File: src/rtl/uart_rx_byte_if.sv
// Byte handshake carrying received UART bytes to the downstream consumer.
interface uart_rx_byte_if;
    logic [7:0] data;
    logic       valid;
    logic       ready;

    modport master (output data, output valid, input ready);
    modport slave  (input data, input valid, output ready);
endinterface

File: src/rtl/uart_rx_byte.sv
// 8N1 UART receiver: two-flop synchroniser, mid-bit sampling FSM and a single
// output holding register with framing-error and overrun status pulses.
module uart_rx_byte #(
    parameter int unsigned CLKS_PER_BIT = 868
) (
    input  logic           clk_i,
    input  logic           rst_i,
    input  logic           rx_i,
    uart_rx_byte_if.master out_if,
    output logic           busy_o,
    output logic           frame_err_o,
    output logic           overrun_o
);

    localparam int unsigned CNT_W = $clog2(CLKS_PER_BIT);
    localparam logic [CNT_W-1:0] LAST      = CNT_W'(CLKS_PER_BIT - 1);
    localparam logic [CNT_W-1:0] HALF_LAST = CNT_W'(CLKS_PER_BIT / 2 - 1);

    typedef enum logic [2:0] {
        S_IDLE,
        S_START,
        S_DATA,
        S_STOP,
        S_BREAK
    } state_t;

    state_t           state_q, state_d;
    logic             meta_q, rx_s_q;
    logic [CNT_W-1:0] cnt_q, cnt_d;
    logic [2:0]       bit_q, bit_d;
    logic [7:0]       sh_q, sh_d;
    logic [7:0]       data_q, data_d;
    logic             valid_q, valid_d;
    logic             ferr_q, ferr_d;
    logic             ovr_q, ovr_d;
    logic             done;
    logic             load;

    always_ff @(posedge clk_i) begin
        if (rst_i) begin
            meta_q  <= 1'b1;
            rx_s_q  <= 1'b1;
            state_q <= S_IDLE;
            cnt_q   <= '0;
            bit_q   <= '0;
            sh_q    <= '0;
            data_q  <= '0;
            valid_q <= 1'b0;
            ferr_q  <= 1'b0;
            ovr_q   <= 1'b0;
        end else begin
            meta_q  <= rx_i;
            rx_s_q  <= meta_q;
            state_q <= state_d;
            cnt_q   <= cnt_d;
            bit_q   <= bit_d;
            sh_q    <= sh_d;
            data_q  <= data_d;
            valid_q <= valid_d;
            ferr_q  <= ferr_d;
            ovr_q   <= ovr_d;
        end
    end

    always_comb begin
        state_d = state_q;
        cnt_d   = cnt_q;
        bit_d   = bit_q;
        sh_d    = sh_q;
        done    = 1'b0;
        ferr_d  = 1'b0;

        unique case (state_q)
            S_IDLE: begin
                cnt_d = '0;
                bit_d = '0;
                if (!rx_s_q) state_d = S_START;
            end
            // Counter starts at 0 in the cycle after the edge, hence H-1.
            S_START: begin
                if (cnt_q == HALF_LAST) begin
                    cnt_d   = '0;
                    state_d = rx_s_q ? S_IDLE : S_DATA;
                end else begin
                    cnt_d = cnt_q + CNT_W'(1);
                end
            end
            S_DATA: begin
                if (cnt_q == LAST) begin
                    cnt_d = '0;
                    sh_d  = {rx_s_q, sh_q[7:1]};
                    bit_d = bit_q + 3'd1;
                    if (bit_q == 3'd7) state_d = S_STOP;
                end else begin
                    cnt_d = cnt_q + CNT_W'(1);
                end
            end
            S_STOP: begin
                if (cnt_q == LAST) begin
                    cnt_d = '0;
                    if (rx_s_q) begin
                        done    = 1'b1;
                        state_d = S_IDLE;
                    end else begin
                        ferr_d  = 1'b1;
                        state_d = S_BREAK;
                    end
                end else begin
                    cnt_d = cnt_q + CNT_W'(1);
                end
            end
            S_BREAK: begin
                if (rx_s_q) state_d = S_IDLE;
            end
            default: state_d = S_IDLE;
        endcase

        // A byte may replace the held one only if that one is consumed this cycle.
        load    = done && (!valid_q || out_if.ready);
        data_d  = load ? sh_q : data_q;
        valid_d = load ? 1'b1 : (valid_q && !out_if.ready);
        ovr_d   = done && valid_q && !out_if.ready;
    end

    assign out_if.data  = data_q;
    assign out_if.valid = valid_q;
    assign busy_o       = (state_q != S_IDLE);
    assign frame_err_o  = ferr_q;
    assign overrun_o    = ovr_q;

endmodule

File: src/flat_wrapper.sv
// flat-port wrapper written by rule: the top's interface ports become plain ports
module uart_rx_byte_flat 
#(
    parameter int unsigned CLKS_PER_BIT = 868
)
  (clk_i, rst_i, rx_i, busy_o, frame_err_o, overrun_o, out_if_data, out_if_valid, out_if_ready);
  uart_rx_byte_if out_if_i ();
  input  logic clk_i;
  input  logic rst_i;
  input  logic rx_i;
  output logic busy_o;
  output logic frame_err_o;
  output logic overrun_o;
  output wire logic [$bits(out_if_i.data)-1:0] out_if_data;
  output wire logic [$bits(out_if_i.valid)-1:0] out_if_valid;
  input wire logic [$bits(out_if_i.ready)-1:0] out_if_ready;
  assign out_if_data = out_if_i.data;
  assign out_if_valid = out_if_i.valid;
  assign out_if_i.ready = out_if_ready;
  uart_rx_byte #(.CLKS_PER_BIT(CLKS_PER_BIT)) u_core (.clk_i(clk_i), .rst_i(rst_i), .rx_i(rx_i), .out_if(out_if_i), .busy_o(busy_o), .frame_err_o(frame_err_o), .overrun_o(overrun_o));
endmodule
File: config.mk
export PLATFORM = sky130hd
export DESIGN_NAME = uart_rx_byte_flat
export DESIGN_NICKNAME = d
export VERILOG_FILES = /design/src/rtl/uart_rx_byte_if.sv /design/src/rtl/uart_rx_byte.sv /design/src/flat_wrapper.sv
export SDC_FILE = /design/constraint.sdc
export NUM_CORES = 1
export LEC_CHECK = 0
export CAP_MARGIN = 15
export CORE_MARGIN = 5
export CORE_UTILIZATION = 55
export DETAILED_ROUTE_END_ITERATION = 6
export MAX_ROUTING_LAYER = met4
export PLACE_DENSITY = 0.83
export SKIP_LAST_GASP = 1
export SLEW_MARGIN = 10
export SYNTH_ARGS = -nofsm -noshare
export SYNTH_HDL_FRONTEND = slang
export SYNTH_SLANG_ARGS = --single-unit
File: constraint.sdc
create_clock -name clk_i -period 2.4 [get_ports clk_i]
set_input_delay 0.36 -clock clk_i [delete_from_list [all_inputs] [get_ports clk_i]]
set_output_delay 0.36 -clock clk_i [all_outputs]
set_load 0.02 [all_outputs]
# After elaboration in Yosys (flattened, before gate mapping)
# Cells that the tools add are included.
# W data, S select, Z words.
dict set report totals {
  reg_bits 37
  input_bits 4
  out_inout_bits 12
  word_cells 62
}
dict set report op_classes {
  add_sub_neg 2
  n_eq_ne 13
  n_mux 19
  bitwise 2
  reduce_logical 16
}
# cell n
set ops {}
lappend ops {{$pmux W10 S3} 1}
lappend ops {{$mux W3} 8}
lappend ops {{$mux W10} 2}
lappend ops {{$pmux W3 S5} 1}
lappend ops {{$add A10 B1 Y10 const B} 1}
lappend ops {{$eq A10 B10 Y1 const B} 1}
lappend ops {{$eq A10 B9 Y1 const B} 1}
lappend ops {{$ne A2 B1 Y1 const B} 5}
lappend ops {{$eq A3 B2 Y1 const B} 2}
lappend ops {{$eq A3 B3 Y1 const B} 2}
lappend ops {{$pmux W3 S2} 1}
lappend ops {{$reduce_and A6 Y1} 1}
lappend ops {{$reduce_bool A3 Y1} 2}
lappend ops {{$mux W1} 5}
lappend ops {{$logic_and A1 B1 Y1} 4}
lappend ops {{$reduce_and A2 Y1} 2}
lappend ops {{$add A3 B1 Y3 const B} 1}
lappend ops {{$eq A3 B1 Y1 const B} 1}
lappend ops {{$logic_not A3 Y1} 1}
lappend ops {{$reduce_or A3 Y1} 1}
lappend ops {{$logic_not A1 Y1} 2}
lappend ops {{$mux W2} 1}
lappend ops {{$ne A2 B2 Y1 const B} 1}
lappend ops {{$not A1 Y1} 2}
lappend ops {{3 further kinds} 3}

# Logic depth before layout (Yosys ltp)
dict set report depth {
  word_depth 5
  depth_mapped 7
  depth_no_buf 6
}

# Worst setup path after synthesis
# Ideal clock, no wire load.
dict set report synth_timing {
  path_kind {register -> register}
  from {reg u_core.cnt_q[5]}
  to {reg u_core.data_q[4], in the netlist u_core.out_if.data[4]}
  setup_time_ns 0.134
  arrival_time_ns 1.596
  required_time_ns 2.266
  setup_slack_ns 0.670
  path_stages_with_launch 6
  path_buffers 1
  synth_period_minus_slack_ns 1.730
  cell_sequence {dfxtp_1 > or3b_4 > or4_4 > buf_6 > o21ai_1 > a21oi_1}
}
dict set report synth_via {
  elab_chain_cells 4
}
# element line_no
set synth_lines {}
lappend synth_lines {{start, declared} uart_rx_byte.sv:29} ;# logic [CNT_W-1:0] cnt_q, cnt_d;
lappend synth_lines {{start signal, assigned} uart_rx_byte.sv:55} ;# cnt_q <= cnt_d;
lappend synth_lines {{$eq A10 B10 Y1} uart_rx_byte.sv:99} ;# if (cnt_q == LAST) begin
lappend synth_lines {{$mux W1} uart_rx_byte.sv:99}
lappend synth_lines {{$mux W1} uart_rx_byte.sv:73} ;# unique case (state_q)
lappend synth_lines {{$logic_and A1 B1 Y1} uart_rx_byte.sv:119} ;# load = done && (!valid_q || out_if.ready);
lappend synth_lines {{end signal, assigned} uart_rx_byte.sv:58} ;# data_q <= data_d;
lappend synth_lines {{end, declared} uart_rx_byte.sv:32} ;# logic [7:0] data_q, data_d;
# Every way passes these cells.
# A chain may end at the register's enable or synchronous reset.

# Final worst setup path
dict set report layout_timing {
  from {reg u_core.state_q[2]}
  to {out busy_o}
}
dict set report layout_via {
  elab_chain_cells 1
}
# element line_no
set layout_lines {}
lappend layout_lines {{start, declared} uart_rx_byte.sv:27} ;# state_t state_q, state_d;
lappend layout_lines {{start signal, assigned} uart_rx_byte.sv:54} ;# state_q <= state_d;
lappend layout_lines {{$reduce_bool A3 Y1} uart_rx_byte.sv:127} ;# assign busy_o = (state_q != S_IDLE);
lappend layout_lines {{end, declared} flat_wrapper.sv:11} ;# output logic busy_o;
# Every way passes these cells.

==> implementation parameters <==
Parameter                              Value

Placement
  Routability congestion estimate ... 0.959
  Half-perimeter wire length after detailed placement ... 2.72 mm
  Port-buffer cells ... 15
  Worst setup slack after placement ... approximately 360 ps

GRT
  Overall overflow remaining after global route ... 0
  Largest net degree at the start of global routing ... 40
  Global-route wire length before repair ... between 6 and 7 mm
  Initial antenna violation count ... 0
  Vias in the first global route ... ~1500
  Total GRT Usage ... 19.3%

Worst setup path
  Required arrival time at the worst endpoint ... 2040 ps
  Source of the worst register-to-register timing path ... u_core.cnt_q[1]
  Classification of the worst setup path ... reg -> out
  Arrival time at the worst endpoint ... 1870 ps
  Largest fanout on the critical path ... 15
  Path depth of the worst reg2reg path ... 6
  Launch point of the critical path ... u_core.state_q[2]
  Maximum cell stage delay along the critical path ... around 600 ps
  Terminus of the critical flop-to-flop path ... u_core.cnt_q[7]
  Chain of cells forming the critical path ... inv_1, nand3_1, clkdlybuf4s50_1
  Slowest CP cell ... sky130_fd_sc_hd__dfxtp_1
  Flop-to-flop setup slack ... 320 ps
  Setup crit start kind ... register
  Capturing element type of the critical path ... output pin
  Termination of the worst setup path ... busy_o

Logic synthesis
  Number of enable flip-flop cells after synthesis ... 0
  Most used flip-flop cell after synthesis ... sky130_fd_sc_hd__dfxtp_1
  Synthesized Nets ... 221
  Biggest area contributors in the synthesized netlist ... sky130_fd_sc_hd__dfxtp_1, sky130_fd_sc_hd__a21oi_1, sky130_fd_sc_hd__mux2i_1
  Share of synthesized flip-flops with an asynchronous set or reset ... 0%
  Gate Count Post-Synth ... 213
  Yosys Warn Count ... 0
  Portion of synthesized cell area occupied by the leading cell type ... 41.1%
  Largest area contributor in the synthesized netlist ... sky130_fd_sc_hd__dfxtp_1
  Post-synthesis instance area ... 1800 µm²
  Yosys reg bits ... 37
  Sequential element share of the synthesized area ... between 40% and 50%
  Per-instance average area after synthesis ... 8.46 µm²
  Most frequently used cell type in the post-synthesis netlist ... sky130_fd_sc_hd__dfxtp_1
  Number of distinct library cells after synthesis ... approximately 50
  Commonest cells in the netlist ... sky130_fd_sc_hd__dfxtp_1, sky130_fd_sc_hd__nand2_1, sky130_fd_sc_hd__a21oi_1, sky130_fd_sc_hd__nand3_1, sky130_fd_sc_hd__nor2_1

Timing
  Crit path setup slack, layout ... between 150 and 200 ps
  Achievable frequency ... 0.448 GHz
  Sum of negative setup slack ... 0 ps
  Endpoints failing hold ... 0
  Pin slew with the least headroom to its limit ... 721 ps
  Share of the cycle needed by the critical path after routing ... 93.0%
  Finish-stage setup viols ... 0
  Worst-case clock skew ... between 10 and 15 ps
  Unrepaired setup endpoints after global routing ... false
  Final number of max-transition violations ... 0
  Final worst path period need ... ~2200 ps
  Worst slew slack as a fraction of its limit ... approximately half

Clock network
  Post-CTS sizing ... 0
  Root buffer selected by CTS ... sky130_fd_sc_hd__clkbuf_4
  Clock edge transition at the registers on the reported setup and hold paths ... 120 ps
  Clock tree from TritonCTS ... done
  Buffers inserted by post-CTS timing repair ... 0
  Number of clock buffers inserted by TritonCTS ... 5
  Clock latency at the later pin of the worst-skew pair ... around 350 ps
  Max Buffers Root-to-Sink ... 2
  TritonCTS sink count ... 37
  Number of buffers inserted by hold repair at cts ... 0
  Level count of the clock H-tree ... 2

Route
  Final WL ... 3.88 mm
  Final ANT Viol Nets ... 0
  Final routed wire length divided by cell count ... around 14 µm
  Vias ... ~1600
  Number of remaining DRC errors ... 0
  Average vias per placed instance ... about 5.9
  Pre-antenna DRT Iters ... 4
  Initial DRC count ... 175

Run
  Max-capacitance violation count ... 0

Pwr
  Static power due to leakage ... 0.682 nW
  Worst vdd rail ir drop ... 0.358 mV
  Power per standard cell area ... 496 nW/µm²

Min path
  Hold/Removal Path Class ... reg -> reg
  Hold wc startpoint ... u_core.meta_q

Floorplan
  Starting utilization of the core area ... 58.1%
  Die outline height ... about 67 µm
  Die Area ... 4520 µm²
  Number of standard-cell rows in the floorplan ... 20
  Die W ... just under 70 µm
  Core region area ... 3100 µm²
  Number of placed I/O pins ... 16

Cells and area
  Area growth syn-to-layout ... 13.9%
  Antenna diode count ... 0
  Post-layout nets ... 234
  Ratio of cells with drive above 1 in the final layout ... 11.0%

Status
  Status ... completed
[how the worst min path moves through the flow]
stage	end	cells past startpoint	slack, ps
after global routing	u_core.rx_s_q	1	470
after global placement	u_core.rx_s_q	1	410
final	u_core.rx_s_q	1	450
after CTS	u_core.rx_s_q	1	470
after detailed placement	u_core.rx_s_q	1	430
after floorplan	u_core.rx_s_q	1	390
[worst max-delay path, delay by kind of cell (launching register included)]
family                 cells  cell delay, ps
buffers and inverters      2             810
AND/OR/NAND/NOR            1             110
flip-flops                 1             600
[power by group]
part           switching (mW)  total, mW  internal (mW)
clock network           0.211      0.354          0.143
registers             0.00644      0.624          0.617
logic                  0.0256     0.0413         0.0157
total                   0.243       1.02          0.776
[stage by stage]
step / hold slack [ps] / instance area [µm²] / util, % / power, mW / cells
2_1_floorplan: 389 / 1800 / - / 0.662 / 213
3_3_place_gp: 408 / 1990 / 64.0 / 0.678 / 263
3_5_place_dp: 434 / 1990 / 64.0 / 0.679 / 263
4_1_cts: 467 / 2050 / 66.1 / 1.03 / 271
5_1_grt: 473 / 2050 / 66.1 / 1.07 / 271
6_report: 452 / 2050 / 66.1 / 1.02 / 271
[per-layer routing]
| metal | up-vias | share of wire (%) | global-route usage (%) |
|---|---|---|---|
| li1 | 806 | - | - |
| met1 | 745 | 47 | 24.7 |
| met2 | 46 | 46 | 29.3 |
| met3 | 8 | 5.5 | 4.16 |
| met4 | 0 | 1.6 | 8.10 |
| met5 | - | 0 | - |
[logic make-up (layout without fill, tap and decap cells)]
group	count (synthesis)	after routing	synth area share (%)
simple gates	86	86	27.1
compound gates	57	57	19.6
flops	37	37	41.1
buf+inv	21	35	5.00
mux	8	8	4.44
fa+ha+maj	4	4	2.78
[cells in the final DEF (no fill, tap or decap), drive strengths merged, types with 3 or more instances in the layout]
cell type      netlist  layout
clkbuf              10       6
inv                  7       7
mux2i                8       8
nand3               14      14
ha                   4       4
nor3                 6       6
a21oi               19      19
or4                  3       3
clkdlybuf4s50        0      15
o21ai               14      14
or2                  3       3
nand2               20      20
and2                 4       4
a31oi                4       4
buf                  4       5
nor4                 6       6
dfxtp               37      37
o22ai                5       5
nor2b                3       3
nor2                12      12
[cell type report]
type,instances,area [µm²]
Clock inverter,2,13.8
Multi-Input combinational cell,155,977
Inverter,7,26.3
Tap cell,44,55.1
Timing Repair Buffer,20,188
Clock buffer,6,51.3
Fill cell,277,1050
Sequential cell,37,741
[flip-flops by register name, summed over array words and instances, names as in the netlist]
| signal | flops |
|---|---|
| u_core.rx_s_q | 1 |
| u_core.cnt_q | 10 |
| u_core.out_if.valid | 1 |
| u_core.frame_err_o | 1 |
| u_core.state_q | 3 |
| u_core.sh_q | 8 |
| u_core.overrun_o | 1 |
| u_core.out_if.data | 8 |
| u_core.bit_q | 3 |
| u_core.meta_q | 1 |
(Power assumes the default switching activity.)
